--- src/rtl/wt_cache_pkg.sv ---
// Shared types and constants for the write-through cache fence sequencer.
package wt_cache_pkg;

  localparam int unsigned FENCE_DRAIN_CNT_W = 16;

  typedef enum logic [2:0] {
    FENCE_IDLE    = 3'd0,
    FENCE_WAIT_WB = 3'd1,
    FENCE_DFLUSH  = 3'd2,
    FENCE_IFLUSH  = 3'd3,
    FENCE_DONE    = 3'd4
  } fence_state_e;

  typedef struct packed {
    logic [31:0] cycles;
    logic [15:0] count;
  } fence_perf_t;

endpackage

--- src/rtl/wt_fence_timer.sv ---
// Saturating up-counter with synchronous clear and a count >= threshold compare.
module wt_fence_timer #(
  parameter int unsigned Width = 16
) (
  input  logic             clk_i,
  input  logic             rst_ni,
  input  logic             clear,
  input  logic             enable,
  input  logic [Width-1:0] threshold,
  output logic             hit
);

  logic [Width-1:0] cnt_q;

  // Clear wins over enable; the count sticks at all-ones instead of wrapping.
  always_ff @(posedge clk_i or negedge rst_ni) begin
    if (!rst_ni) begin
      cnt_q <= '0;
    end else if (clear) begin
      cnt_q <= '0;
    end else if (enable && (cnt_q != '1)) begin
      cnt_q <= cnt_q + Width'(1);
    end
  end

  assign hit = (cnt_q >= threshold);

endmodule

--- src/rtl/wt_fence_ctrl.sv ---
// FENCE / FENCE.I sequencer: drain write buffer, optional D$ flush, I$ flush, ack.
// Define WT_FENCE_PERF_CNT_EN to add the fence_cycles_o / fence_cnt_o counters.
module wt_fence_ctrl
  import wt_cache_pkg::*;
#(
  parameter bit          FlushDcacheOnFenceI = 1'b1,
  parameter int unsigned DrainTimeout        = 1024,
  parameter int unsigned IFlushCycles        = 1
) (
  input  logic        clk_i,
  input  logic        rst_ni,
  input  logic        fence_req_i,
  input  logic        fence_i_req_i,
  output logic        ack_o,
  output logic        busy_o,
  input  logic        wbuffer_empty_i,
  output logic        dcache_flush_o,
  input  logic        dcache_flush_ack_i,
  output logic        icache_flush_o,
  input  logic        timeout_clr_i,
`ifdef WT_FENCE_PERF_CNT_EN
  output logic [31:0] fence_cycles_o,
  output logic [15:0] fence_cnt_o,
`endif
  output logic        timeout_o
);

  localparam int unsigned IFLUSH_CYCLES = (IFlushCycles < 1) ? 1 : IFlushCycles;
  localparam logic [3:0] IFLUSH_LAST = 4'(IFLUSH_CYCLES - 1);
  // Compare against the pre-increment count so timeout_o rises with the count reaching DrainTimeout.
  localparam logic [FENCE_DRAIN_CNT_W-1:0] DRAIN_LAST = FENCE_DRAIN_CNT_W'(DrainTimeout - 1);

  fence_state_e state_q;
  logic         is_fi_q;
  logic         holdoff_q;
  logic         drain_clr, drain_en, drain_hit;
  logic         iflush_clr, iflush_en, iflush_hit;
  logic         timeout_set;

  assign busy_o      = (state_q != FENCE_IDLE);
  assign drain_clr   = (state_q == FENCE_IDLE);
  assign drain_en    = (state_q == FENCE_WAIT_WB) && !wbuffer_empty_i;
  assign iflush_en   = (state_q == FENCE_IFLUSH);
  assign iflush_clr  = !iflush_en;
  assign timeout_set = (DrainTimeout != 0) && drain_en && drain_hit;

  wt_fence_timer #(
    .Width (FENCE_DRAIN_CNT_W)
  ) u_drain_timer (
    .clk_i     (clk_i),
    .rst_ni    (rst_ni),
    .clear     (drain_clr),
    .enable    (drain_en),
    .threshold (DRAIN_LAST),
    .hit       (drain_hit)
  );

  wt_fence_timer #(
    .Width (4)
  ) u_iflush_timer (
    .clk_i     (clk_i),
    .rst_ni    (rst_ni),
    .clear     (iflush_clr),
    .enable    (iflush_en),
    .threshold (IFLUSH_LAST),
    .hit       (iflush_hit)
  );

  // Flush outputs are set on entry to their state so they line up with it cycle for cycle.
  always_ff @(posedge clk_i or negedge rst_ni) begin
    if (!rst_ni) begin
      state_q        <= FENCE_IDLE;
      is_fi_q        <= 1'b0;
      holdoff_q      <= 1'b0;
      ack_o          <= 1'b0;
      dcache_flush_o <= 1'b0;
      icache_flush_o <= 1'b0;
      timeout_o      <= 1'b0;
    end else begin
      ack_o     <= 1'b0;
      holdoff_q <= 1'b0;
      case (state_q)
        FENCE_IDLE: begin
          if ((fence_req_i || fence_i_req_i) && !holdoff_q) begin
            is_fi_q <= fence_i_req_i;
            state_q <= FENCE_WAIT_WB;
          end
        end
        FENCE_WAIT_WB: begin
          if (wbuffer_empty_i) begin
            if (is_fi_q && FlushDcacheOnFenceI) begin
              state_q        <= FENCE_DFLUSH;
              dcache_flush_o <= 1'b1;
            end else if (is_fi_q) begin
              state_q        <= FENCE_IFLUSH;
              icache_flush_o <= 1'b1;
            end else begin
              state_q <= FENCE_DONE;
              ack_o   <= 1'b1;
            end
          end
        end
        FENCE_DFLUSH: begin
          if (dcache_flush_ack_i) begin
            dcache_flush_o <= 1'b0;
            icache_flush_o <= 1'b1;
            state_q        <= FENCE_IFLUSH;
          end
        end
        FENCE_IFLUSH: begin
          if (iflush_hit) begin
            icache_flush_o <= 1'b0;
            ack_o          <= 1'b1;
            state_q        <= FENCE_DONE;
          end
        end
        FENCE_DONE: begin
          holdoff_q <= 1'b1;
          state_q   <= FENCE_IDLE;
        end
        default: state_q <= FENCE_IDLE;
      endcase

      if (timeout_set) begin
        timeout_o <= 1'b1;
      end else if (timeout_clr_i) begin
        timeout_o <= 1'b0;
      end
    end
  end

`ifdef WT_FENCE_PERF_CNT_EN
  fence_perf_t perf_q;

  always_ff @(posedge clk_i or negedge rst_ni) begin
    if (!rst_ni) begin
      perf_q <= '0;
    end else begin
      if (busy_o) perf_q.cycles <= perf_q.cycles + 32'd1;
      if (ack_o)  perf_q.count  <= perf_q.count + 16'd1;
    end
  end

  assign fence_cycles_o = perf_q.cycles;
  assign fence_cnt_o    = perf_q.count;
`endif

endmodule

--- config.mk ---
export PLATFORM = sky130hd
export DESIGN_NAME = wt_fence_ctrl
export DESIGN_NICKNAME = d
export VERILOG_FILES = /design/src/rtl/wt_cache_pkg.sv /design/src/rtl/wt_fence_timer.sv /design/src/rtl/wt_fence_ctrl.sv
export SDC_FILE = /design/constraint.sdc
export NUM_CORES = 1
export LEC_CHECK = 0
export CORE_MARGIN = 2
export CORE_UTILIZATION = 33
export CTS_BUF_LIST = sky130_fd_sc_hd__clkbuf_16
export DETAILED_ROUTE_END_ITERATION = 10
export GPL_TIMING_DRIVEN = 0
export PLACE_DENSITY = 0.5
export SLEW_MARGIN = 10
export SYNTH_ARGS = -nofsm -noshare
export SYNTH_HDL_FRONTEND = slang
export SYNTH_HIERARCHICAL = 1
export SYNTH_SLANG_ARGS = --single-unit
--- constraint.sdc ---
create_clock -name clk_i -period 1.95 [get_ports clk_i]
set_input_delay 0.195 -clock clk_i [delete_from_list [all_inputs] [get_ports clk_i]]
set_output_delay 0.195 -clock clk_i [all_outputs]
set_load 0.02 [all_outputs]
---- Word level (Yosys, flattened, before mapping) ----
Index checks and enable logic that the tools add are counted.
word-level totals
  bits in latches ......................... 0
  ROM bits ................................ 0
  register bits ........................... 29
  RAM bits ................................ 0
  memories kept ........................... 0
  bits of input ports ..................... 7
  output and inout bits ................... 5
  word-level logic and storage cells ...... 67
cells by class
  reduce and logical (&&, ||, !) cells .... 18
  divide/modulo/power cells ............... 0
  equal/unequal tests ..................... 12
  $add $sub $neg .......................... 2
  $mul .................................... 0
  order comparisons ....................... 2
  multiplexer cells ....................... 24
  bitwise operators ....................... 0
  shift operators ......................... 0
operators by type and width
  operator               count
  $mux 16                2
  $add 16x1->16 const B  1
  $ge 16x10->1 const B   1
  $ne 16x16->1 const B   1
  $mux 3                 5
  $pmux 3 s4             1
  $mux 1                 11
  $ne 2x2->1 const B     5
  $mux 4                 2
  $reduce_and 4->1       2
  $reduce_bool 2->1      4
  $eq 3x2->1 const B     2
  $pmux 1 s2             3
  $logic_and 1x1->1      5
  $add 4x1->4 const B    1
  $ge 4x1->1 const B     1
  $ne 4x4->1 const B     1
  $eq 3x1->1 const B     1
  $eq 3x3->1 const B     1
  $logic_not 3->1        1
  $reduce_and 3->1       1
  $reduce_bool 3->1      1
  $logic_not 1->1        2
  $ne 2x1->1 const B     1
  2 further kinds        2

---- Longest topological paths before layout ----
Gate-level depths: netlist (run 1).
  depth in word-level cells ............... 5
  gate-level depth with buffers ........... 9
  gate-level depth less buffers ........... 9

---- By module ----
Netlist (run 1), hierarchy kept.
modules (own cells, without submodules)
  module                           area an instance (um^2)  times used  cells each  seq. area each (um^2)
  wt_fence_timer (u_drain_timer)   1318.8                   1           152         400.4
  wt_fence_ctrl                    501.7                    1           52          225.2
  wt_fence_timer (u_iflush_timer)  316.6                    1           33          100.1

---- Worst setup path before layout (run 1) ----
Ideal clock, no wire load.
  kind .................................... register to register
  start ................................... register state_q[2]
  end ..................................... register u_drain_timer.cnt_q[14]
  arrival time ............................ 1.831 ns
  setup time .............................. 0.094 ns
  stages on the path, launching flop included .. 8
  clock period less this slack ............ 1.925 ns
  data required time ...................... 1.856 ns
  setup slack ............................. 0.025 ns
  path buffers ............................ 2
  cell sequence ........................... dfrtp_1 -> buf_6 -> nor4b_1 -> buf_2 -> nand4_1 -> nor4_1 -> nor2_1 -> a211oi_1
on the way
  longest elaborated chain between the ends .. 4
  elaborated cells on any way between the ends .. 6
  those cells by class .................... eq/ne: 1; mux: 1; reduce/logical: 4
RTL lines
  item                         line                  RTL
  from (decl)                  wt_fence_ctrl.sv:33   fence_state_e state_q;
  from (signal assigned)       wt_fence_ctrl.sv:72   state_q <= FENCE_IDLE;
  from (signal assigned)       wt_fence_ctrl.sv:86   state_q <= FENCE_WAIT_WB;
  from (signal assigned)       wt_fence_ctrl.sv:92   state_q <= FENCE_DFLUSH;
  $eq 3x1->1                   wt_fence_ctrl.sv:42   assign drain_en = (state_q == FENCE_WAIT_WB) && !wbuffer_empty_i;
  $logic_and 1x1->1            wt_fence_ctrl.sv:42
  via drain_en                 wt_fence_ctrl.sv:36   logic drain_clr, drain_en, drain_hit;
  $logic_and 1x1->1            wt_fence_timer.sv:21  end else if (enable && (cnt_q != '1)) begin
  $reduce_bool 2->1 (no line)  -
  to (signal assigned)         wt_fence_timer.sv:22  cnt_q <= cnt_q + Width'(1);
  to (decl)                    wt_fence_timer.sv:13  logic [Width-1:0] cnt_q;
The timed path passes the listed nets, and every way through them passes these cells.
A chain may end at the register's enable or synchronous reset.

---- Final worst setup path (run 1) ----
  start ................................... register state_q[1]
  end ..................................... register u_drain_timer.cnt_q[11]
Same word-level chain as after synthesis.

==> results.sh, run 1 <==
export IMPL_wl_um=4520
export IMPL_netlist_area_mm2=0.00214
export IMPL_root_buffer="clkbuf_16"
export IMPL_overflow=0
export IMPL_seq_area_um2=732
export IMPL_cts_htree_levels=2
export IMPL_drv_slew=0
export IMPL_path_clk_slew_ns=0.05
export IMPL_area_growth_pct=28.0
export IMPL_cts_tree="built"
export IMPL_wl_per_cell_um=12.6
export IMPL_netlist_instances=237
export IMPL_seq_area_frac_synth_pct=34.0
export IMPL_fmax_mhz=529
export IMPL_clk_path_buf_depth=2
export IMPL_routabilityCongestion=0.803
export IMPL_switchingPower_uw=830
export IMPL_hpwl_um=3230
export IMPL_async_flop_share_pct=100
export IMPL_synthFlopType="dfrtp_1"
export IMPL_max_slew_margin_rel_pct=54.8
export IMPL_setup_slack_ns=0.0598
export IMPL_comb_power_share_pct=38.3
export IMPL_critical_path_class="flip-flop to flip-flop"
export IMPL_via_per_inst=4.94
export IMPL_synth_warnings=6
export IMPL_cts_buffers=5
export IMPL_seq_power_share_pct=32.2
export IMPL_synthTopCellsByCount="dfrtp_1 (29), inv_1 (24), ha_1 (22), a21oi_1 (20), nor2_1 (19)"
export IMPL_io_buffers=11
export IMPL_fillCellCount=652
export IMPL_p_leak_uw=0.00127
export IMPL_p_sw_share_pct=34.2
export IMPL_antennaDiodeCount=0
export IMPL_ioPinCount=12
export IMPL_p_per_area_mw_per_mm2=888
export IMPL_critPathLaunchType="flip-flop"
export IMPL_grt_max_degree=30
export IMPL_nNetsFinal=311
export IMPL_dp_slack_ns=-0.559
export IMPL_start_util_pct=33.8
export IMPL_power_uw=2430
export IMPL_end_kind="flip-flop"
export IMPL_grt_pass1_wl_um=7760
export IMPL_hold_viol=0
export IMPL_ys_ff_latch=29
export IMPL_synth_top_area_share_pct=34.0
export IMPL_drtIter0Drc=84
export IMPL_hp_class="primary input to flip-flop"
export IMPL_cp_required_ns=2.15
export IMPL_drc=0
export IMPL_yosysMostFrequentCell="dfrtp_1"
export IMPL_gr_usage_all_layers_pct=13.5
export IMPL_setup_violations=0
export IMPL_clk_latency_ns=0.27
export IMPL_die_width_um=84.5
export IMPL_post_route_min_period_ns=1.89
export IMPL_worstMarginPinSlew_ns=0.677
export IMPL_rows=29
export IMPL_synth_cell_types=57
export IMPL_antenna_found_initial=0
export IMPL_multi_input_area_mm2=0.00145
export IMPL_critical_path_arrival_ns=2.09
export IMPL_ant_nets=0
export IMPL_synth_edff_count=0
export IMPL_drtPass1Iterations=4
export IMPL_clockPowerShare_pct=29.5
export IMPL_ir_drop_mv=0.736
export IMPL_path_max_fanout=10
export IMPL_yosysTopAreaCell="dfrtp_1"
export IMPL_die_y_um=84.5
export IMPL_core_mm2=0.00631
export IMPL_fin_cells=360
export IMPL_postSynthAreaPerCell_um2=9.02
export IMPL_vias=1778
export IMPL_die_area_mm2=0.00714
export IMPL_p_int_uw=1600
export IMPL_drive_gt1_share_pct=18.7
export IMPL_grt_pass1_vias=1675
export IMPL_drv_cap=0
export IMPL_dp_cells=343
export IMPL_rsz0062_at_grt="true"
export IMPL_clkSinkCount=29
export IMPL_post_route_period_util_pct=96.9
export IMPL_synthTopCellsByArea="dfrtp_1 (34%), ha_1 (13%), a21oi_1 (4.7%), inv_1 (4.2%), nor2_1 (3.3%)"
export IMPL_outcome="completed"
export IMPL_fin_skew_ns=0.00355
[layer usage]
layer  vias up  wire length [um]  GRT usage [%]
li1        930                 -              -
met1       825              2260           17.6
met2        19              2120           22.6
met3         4               107           3.05
met4         0                31           3.61
met5         -                 0              0
[final cells by class]
type | count | area share (%)
clock buffers | 5 | 4.57
inverters | 24 | 3.29
clock inverters | 3 | 0.457
plain buffers | 7 | 2.01
multi-input cells | 195 | 52.9
repair buffers | 20 | 6.50
flip-flops and latches | 29 | 26.8
well taps | 77 | 3.52
[power by group through the flow]
stage               logic (uW)  registers (uW)  clock network (uW)
CTS                        895             781                 739
finish                     930             783                 718
global placement           857             790                   0
floorplan                  626             791                   0
detailed placement         858             791                   0
global route              1040             796                 769
[registers in the layout (all words and copies together), names as in the netlist]
register              cells
holdoff_q                 1
u_drain_timer/cnt_q      16
timeout_o                 1
dcache_flush_o            1
ack_o                     1
is_fi_q                   1
u_iflush_timer/cnt_q      4
state_q                   3
icache_flush_o            1
[cell usage in the layout (no fill, tap or decap), drive strengths merged, types with 2 or more instances in the layout]
cell           synthesis  final
dfrtp                 29     29
inv                   24     24
ha                    22     22
conb                   2     20
a21oi                 20     20
nor2                  20     20
nand2                 18     18
buf                    5     15
o21ai                 11     11
nand4                 10     10
clkdlybuf4s50          0      9
clkbuf                 2      6
mux2i                  5      5
nor3                   5      5
or3                    5      5
and4                   5      5
nor3b                  4      4
nand2b                 4      4
or4                    4      4
o31ai                  4      4
nand3                  4      4
nor4                   4      4
mux2                   3      3
clkinv                 0      3
nor2b                  3      3
a211oi                 2      2
xor2                   2      2
and2                   2      2
o311ai                 2      2
and3                   2      2
[worst max-delay path, cell delays in order, from the launching register on]
cell and delay, ns:
dfrtp_1 0.37, buf_6 0.14, nor4b_4 0.34, buf_6 0.19, nand4_1 0.17, or4_1 0.46, a21oi_2 0.16
[what timing repair did]
| action | in CTS | in global routing |
|---|---|---|
| gates resized for setup | 6 | 21 |
| setup endpoints to repair | 15 | 13 |
| setup buffers | 0 | 8 |
| pin swaps | 0 | 7 |
| endpoints found under the hold margin | 29 | 0 |
| hold buffers | 1 | 0 |
[metrics by stage]
stage / hold slack, ns / cell area [um2] / TNS (ns) / util, %
after floorplan: -0.101 / 2200 / 0 / -
after global placement: 0.499 / 2410 / -4.81 / 38.2
after detailed placement: 0.283 / 2410 / -5.24 / 38.1
after CTS: 0.483 / 2580 / 0 / 40.9
after global routing: 0.496 / 2740 / -0.0772 / 43.3
final: 0.477 / 2740 / 0 / 43.3
[final timing paths]
path	start	endpoint	slack [ns]	depth (start not counted)
worst min-delay path	timeout_clr_i	timeout_o$_DFFE_PN0P_	0.48	2
max in group asynchronous	rst_ni	u_drain_timer/cnt_q[15]$_DFFE_PN0P_	0.97	2
worst max-delay path	state_q[1]$_DFFE_PN0P_	u_drain_timer/cnt_q[11]$_DFFE_PN0P_	0.06	6
worst min register to register	icache_flush_o$_DFFE_PN0P_	icache_flush_o$_DFFE_PN0P_	0.51	2
worst max register to register	state_q[1]$_DFFE_PN0P_	u_drain_timer/cnt_q[11]$_DFFE_PN0P_	0.06	6
min in group asynchronous	rst_ni	holdoff_q$_DFF_PN0_	0.50	2
[cells by family (layout without fill, tap and decap cells)]
group                      after synthesis  after routing  synth area share, %
and+or+nand+nor                         95             95                 27.2
adders and majority gates               22             22                 12.9
muxes                                    8              8                 4.27
other                                    2             20                0.351
buffers and inverters                   31             59                 6.32
xor gates and xnor gates                 3              3                 1.23
AOI/OAI and AO/OA                       47             47                 13.8
DFF                                     29             29                 34.0
No activity file was read; power rests on OpenSTA's default activity.
==> run 2, diff against run 1 <==
--- a/config.mk
+++ b/config.mk
@@ -6,11 +6,11 @@
 export NUM_CORES = 1
 export LEC_CHECK = 0
 export CORE_MARGIN = 2
-export CORE_UTILIZATION = 33
+export CORE_UTILIZATION = 51
 export CTS_BUF_LIST = sky130_fd_sc_hd__clkbuf_16
 export DETAILED_ROUTE_END_ITERATION = 10
 export GPL_TIMING_DRIVEN = 0
-export PLACE_DENSITY = 0.5
+export PLACE_DENSITY = 0.71
 export SLEW_MARGIN = 10
 export SYNTH_ARGS = -nofsm -noshare
 export SYNTH_HDL_FRONTEND = slang
==> results.sh, run 2 (synthesis results as in run 1) <==
export IMPL_rr_startpoint="state_q[1]$_DFFE_PN0P_"
export IMPL_wl_per_cell_um=13.1
export IMPL_r2r_setup_slack_ns=0.04
export IMPL_cts_buffers=5
export IMPL_final_util_pct=65.4
export IMPL_wl_um=4320
export IMPL_fin_skew_ns=0.00494
export IMPL_place_area_mm2=0.00237
export IMPL_max_slew_margin_rel_pct=57.9
export IMPL_rows=23
export IMPL_core_mm2=0.00403
export IMPL_path_clk_slew_ns=0.05
export IMPL_antennaDiodeCount=0
export IMPL_clk_latency_ns=0.27
export IMPL_cts_tree="built"
export IMPL_post_route_period_util_pct=98.2
export IMPL_drtPass1Iterations=4
export IMPL_via_per_inst=5.46
export IMPL_clkSinkCount=29
export IMPL_drv_cap=0
export IMPL_mostFrequentLayoutCells="dfrtp_1 (27), inv_1 (25), a21oi_1 (20), conb_1 (20), ha_1 (20)"
export IMPL_rsz0062_at_grt="true"
export IMPL_io_buffers=11
export IMPL_drtIter0Drc=76
export IMPL_cts_htree_levels=2
export IMPL_routabilityCongestion=0.759
export IMPL_ioPinCount=12
export IMPL_path_max_fanout=10
export IMPL_drive_gt1_share_pct=15.0
export IMPL_grt_max_degree=30
export IMPL_layout_commonest_cell="dfrtp_1"
export IMPL_ir_drop_mv=1.04
export IMPL_regMostFlops="u_drain_timer/cnt_q"
export IMPL_gr_usage_all_layers_pct=21.0
export IMPL_post_route_min_period_ns=1.91
export IMPL_drv_slew=0
export IMPL_largest_register_ffs=16
export IMPL_grt_pass1_wl_um=7340
export IMPL_hp_class="primary input to async pin"
export IMPL_fmax_mhz=522
export IMPL_area_growth_pct=23.3
export IMPL_r2r_end="u_drain_timer/cnt_q[11]$_DFFE_PN0P_"
export IMPL_final_area_mm2=0.00264
export IMPL_antenna_found_initial=0
export IMPL_setup_violations=0
export IMPL_die_area_mm2=0.00472
export IMPL_outcome="completed"
export IMPL_hold_viol=0
export IMPL_critPathLaunchType="flip-flop"
export IMPL_critical_path_class="flip-flop to flip-flop"
export IMPL_ff2ff_path_depth=6
export IMPL_root_buffer="clkbuf_16"
export IMPL_hpwl_um=3130
export IMPL_p_per_area_mw_per_mm2=916
export IMPL_end_kind="flip-flop"
export IMPL_vias=1801
export IMPL_die_y_um=68.7
export IMPL_start_util_pct=53.0
export IMPL_grt_pass1_vias=1640
export IMPL_clk_path_buf_depth=2
export IMPL_largestRegisters="u_drain_timer/cnt_q: 16 flops, u_iflush_timer/cnt_q: 4 flops, state_q: 3 flops"
export IMPL_die_width_um=68.7
export IMPL_cp_required_ns=2.14
export IMPL_drc=0
export IMPL_ant_nets=0
export IMPL_worstMarginPinSlew_ns=0.632
export IMPL_critical_path_arrival_ns=2.10
export IMPL_p_leak_uw=0.00128
export IMPL_overflow=0
export IMPL_nNetsFinal=308
==> run 2: cell types whose count changed in the layout (fill, tap and decap cells not counted), sizes merged <==
| cell | previous run | this run |
|---|---|---|
| buf | 15 | 11 |
| clkbuf | 6 | 7 |
| clkinv | 3 | 2 |
| inv | 24 | 25 |
==> run 2: through the flow <==
step | total power, uW | std cells | setup TNS (ns) | worst slack, ns | hold slack, ns
finish | 2410 | 330 | 0 | 0.0353 | 0.481
CTS | 2390 | 325 | 0 | 0.0109 | 0.491
global placement | 1620 | 316 | -4.31 | -0.470 | 0.497
floorplan | 1420 | 255 | 0 | 0.0246 | -0.101
detailed placement | 1640 | 316 | -4.22 | -0.456 | 0.259
global route | 2570 | 330 | -0.172 | -0.111 | 0.514
==> run 2: final cells by class <==
cell class	instances	area, um2
multi-input cells	195	1410
fillers	343	1390
flip-flops and latches	29	728
repair buffers	17	155
clock buffers	5	125
inverters	24	90.1
well taps	50	62.6
plain buffers	7	55.1
clock inverters	3	13.8
==> run 2: critical path, stage by stage (launching register included) <==
cell	delay (ns)
dfrtp_1	0.37
buf_6	0.14
nor4b_4	0.35
buf_6	0.19
nand4_1	0.17
or4_1	0.43
a21oi_1	0.18
==> run 2: where the power goes <==
part	switching [uW]	internal, uW
clock network	258	461
logic	477	438
registers	91.2	688
total	826	1590
==> run 2: per-layer routing <==
layer | track usage (%) | vias to the layer above | part of all wire (%)
met2 | 33.8 | 25 | 49
met3 | 3.57 | 9 | 2.7
met1 | 27.6 | 841 | 46
met4 | 9.31 | 0 | 1.9
li1 | - | 926 | -
met5 | 0 | - | 0
==> run 2: worst max path at each step <==
stage | start | endpoint | slack [ns] | cells after the start
floorplan | state_q[2]$_DFFE_PN0P_ | u_drain_timer/cnt_q[14]$_DFFE_PN0P_ | 0.02 | 7
global placement | wbuffer_empty_i | u_drain_timer/cnt_q[14]$_DFFE_PN0P_ | -0.47 | 7
detailed placement | wbuffer_empty_i | u_drain_timer/cnt_q[14]$_DFFE_PN0P_ | -0.46 | 7
CTS | u_drain_timer/cnt_q[1]$_DFFE_PN0P_ | u_drain_timer/cnt_q[11]$_DFFE_PN0P_ | 0.01 | 6
global route | state_q[1]$_DFFE_PN0P_ | u_drain_timer/cnt_q[14]$_DFFE_PN0P_ | -0.11 | 7
finish | state_q[1]$_DFFE_PN0P_ | u_drain_timer/cnt_q[11]$_DFFE_PN0P_ | 0.04 | 6
==> run 2: timing repair <==
item / in CTS / in global routing
gates resized for setup: 4 / 15
pin swaps: 0 / 4
hold buffers: 1 / 0
hold endpoints to repair: 29 / 0
buffers inserted: 0 / 5
endpoints found under the setup margin: 13 / 20
==> run 3, diff against run 2 <==
--- a/config.mk
+++ b/config.mk
@@ -5,6 +5,7 @@
 export SDC_FILE = /design/constraint.sdc
 export NUM_CORES = 1
 export LEC_CHECK = 0
+export CAP_MARGIN = 40
 export CORE_MARGIN = 2
 export CORE_UTILIZATION = 51
 export CTS_BUF_LIST = sky130_fd_sc_hd__clkbuf_16
==> constraint.sdc (replaced) <==
create_clock -name clk_i -period 1.7 [get_ports clk_i]
set_input_delay 0.17 -clock clk_i [delete_from_list [all_inputs] [get_ports clk_i]]
set_output_delay 0.17 -clock clk_i [all_outputs]
set_load 0.02 [all_outputs]
==> results.sh, run 3 (synthesis results as in run 1) <==
export IMPL_gr_usage_all_layers_pct=22.6
export IMPL_ioPinCount=12
export IMPL_p_leak_uw=0.00139
export IMPL_wl_met1_um=2190
export IMPL_core_mm2=0.00403
export IMPL_drive_gt1_share_pct=29.5
export IMPL_outcome="finished, violations left"
export IMPL_grt_max_degree=30
export IMPL_vias=1942
export IMPL_rows=23
export IMPL_die_width_um=68.7
export IMPL_worstMarginPinSlew_ns=0.664
export IMPL_wl_um=5220
export IMPL_via_per_inst=5.52
export IMPL_clk_path_buf_depth=2
export IMPL_hold_viol=0
export IMPL_end_kind="flip-flop"
export IMPL_root_buffer="clkbuf_16"
export IMPL_clk_latency_ns=0.27
export IMPL_grt_pass1_wl_um=7800
export IMPL_largest_register_ffs=16
export IMPL_seq_area_um2=733
export IMPL_multi_input_area_mm2=0.00153
export IMPL_drtIter0Drc=76
export IMPL_critical_path_arrival_ns=2.12
export IMPL_r2r_end="u_drain_timer/cnt_q[3]$_DFFE_PN0P_"
export IMPL_final_util_pct=73.2
export IMPL_mostFrequentLayoutCells="buf_4 (27), dfrtp_1 (23), inv_1 (21), conb_1 (20), a21oi_1 (19)"
export IMPL_clkSinkCount=29
export IMPL_io_buffers=11
export IMPL_violations="setup timing"
export IMPL_critical_path_class="flip-flop to flip-flop"
export IMPL_wl_per_cell_um=14.8
export IMPL_path_max_fanout=10
export IMPL_hold_depth=2
export IMPL_area_growth_pct=38.1
export IMPL_r2r_setup_slack_ns=-0.23
export IMPL_nNetsFinal=330
export IMPL_critPathLaunchType="flip-flop"
export IMPL_rr_startpoint="u_drain_timer/cnt_q[8]$_DFFE_PN0P_"
export IMPL_hp_class="primary input to flip-flop"
export IMPL_final_area_mm2=0.00295
export IMPL_met2_length_um=2700
export IMPL_fin_skew_ns=0.00408
export IMPL_cp_slowest_cell="dfrtp_1"
export IMPL_regMostFlops="u_drain_timer/cnt_q"
export IMPL_drv_slew=0
export IMPL_routabilityCongestion=0.761
export IMPL_setup_slack_ns=-0.227
export IMPL_cp_cell_sequence="nand4_2, nor4_4, clkbuf_8, o21ai_0, a21oi_1"
export IMPL_top_layer="met4"
export IMPL_max_slew_margin_rel_pct=55.7
export IMPL_path_clk_slew_ns=0.05
export IMPL_fmax_mhz=519
export IMPL_ff2ff_path_depth=5
export IMPL_cp_required_ns=1.90
export IMPL_min_delay_start="timeout_clr_i"
export IMPL_post_route_period_util_pct=113
export IMPL_drc=0
export IMPL_finalSetupTns_ns=-2.24
export IMPL_p_per_area_mw_per_mm2=1050
export IMPL_drv_cap=0
export IMPL_rsz0062_at_grt="true"
export IMPL_place_area_mm2=0.00240
export IMPL_grt_pass1_vias=1710
export IMPL_wl_met3_um=228
export IMPL_largestRegisters="u_drain_timer/cnt_q: 16 flops, u_iflush_timer/cnt_q: 4 flops, state_q: 3 flops"
export IMPL_antenna_found_initial=0
export IMPL_power_uw=3090
export IMPL_ir_drop_mv=0.912
export IMPL_setup_violations=17
export IMPL_start_util_pct=53.0
export IMPL_overflow=0
export IMPL_die_y_um=68.7
export IMPL_die_area_mm2=0.00472
export IMPL_cts_buffers=5
export IMPL_layout_commonest_cell="buf_4"
export IMPL_cts_tree="built"
export IMPL_crit_path_max_incr_delay_ns=0.49
export IMPL_cts_htree_levels=2
export IMPL_post_route_min_period_ns=1.93
export IMPL_hold_path_end="timeout_o$_DFFE_PN0P_"
export IMPL_drtPass1Iterations=4
export IMPL_antennaDiodeCount=0
export IMPL_fillCellCount=287
export IMPL_hpwl_um=3070
export IMPL_ant_nets=0
run 3: routing by layer:
metal	GRT usage, %	up-vias
li1	-	968
met1	27.6	910
met2	38.7	48
met3	5.03	16
met4	8.58	0
met5	0	-
run 3: power by group:
part           switching [uW]  internal (uW)
Combinational             636            712
Sequential                122            795
Clock                     297            527
Total                    1060           2030
run 3: how the worst max path moves through the flow:
stage	startpoint	to	slack [ns]	cells past startpoint
after floorplan	state_q[1]$_DFFE_PN0P_	u_drain_timer/cnt_q[14]$_DFFE_PN0P_	-0.005	7
after global placement	wbuffer_empty_i	u_drain_timer/cnt_q[14]$_DFFE_PN0P_	-0.40	7
after detailed placement	wbuffer_empty_i	u_drain_timer/cnt_q[11]$_DFFE_PN0P_	-0.42	6
after CTS	u_drain_timer/cnt_q[14]$_DFFE_PN0P_	timeout_o$_DFFE_PN0P_	-0.17	7
after global routing	u_drain_timer/cnt_q[0]$_DFFE_PN0P_	timeout_o$_DFFE_PN0P_	-0.30	8
final	u_drain_timer/cnt_q[8]$_DFFE_PN0P_	u_drain_timer/cnt_q[3]$_DFFE_PN0P_	-0.23	5
run 3: cell type report:
class                   count  area share [%]
clock buffers               5            4.24
plain buffers               5            1.65
repair buffers             41            11.8
flip-flops and latches     29            24.9
clock inverters             3           0.424
multi-input cells         195            51.7
well taps                  50            2.12
inverters                  24            3.18
run 3: worst max-delay path, delay by kind of cell, from the launching register on:
family | cells | cell delay [ns]
AO/OA/AOI/OAI | 2 | 0.25
buffers and inverters | 1 | 0.23
flip-flops | 1 | 0.49
AND/OR/NAND/NOR | 2 | 0.87
run 3: per-stage QoR:
stage / std cells / hold WS (ns) / setup slack [ns]
finish: 352 / 0.463 / -0.227
global route: 352 / 0.494 / -0.304
CTS: 338 / 0.454 / -0.173
detailed placement: 316 / 0.238 / -0.416
global placement: 316 / 0.498 / -0.400
floorplan: 255 / -0.126 / -0.00528
run 3: repair_timing:
item | CTS | global route
gates cloned | 1 | 0
endpoints found under the setup margin | 20 | 20
hold buffers | 1 | 0
buffers inserted | 13 | 16
hold endpoints to repair | 29 | 0
pin swaps | 17 | 12
gates resized for setup | 31 | 25
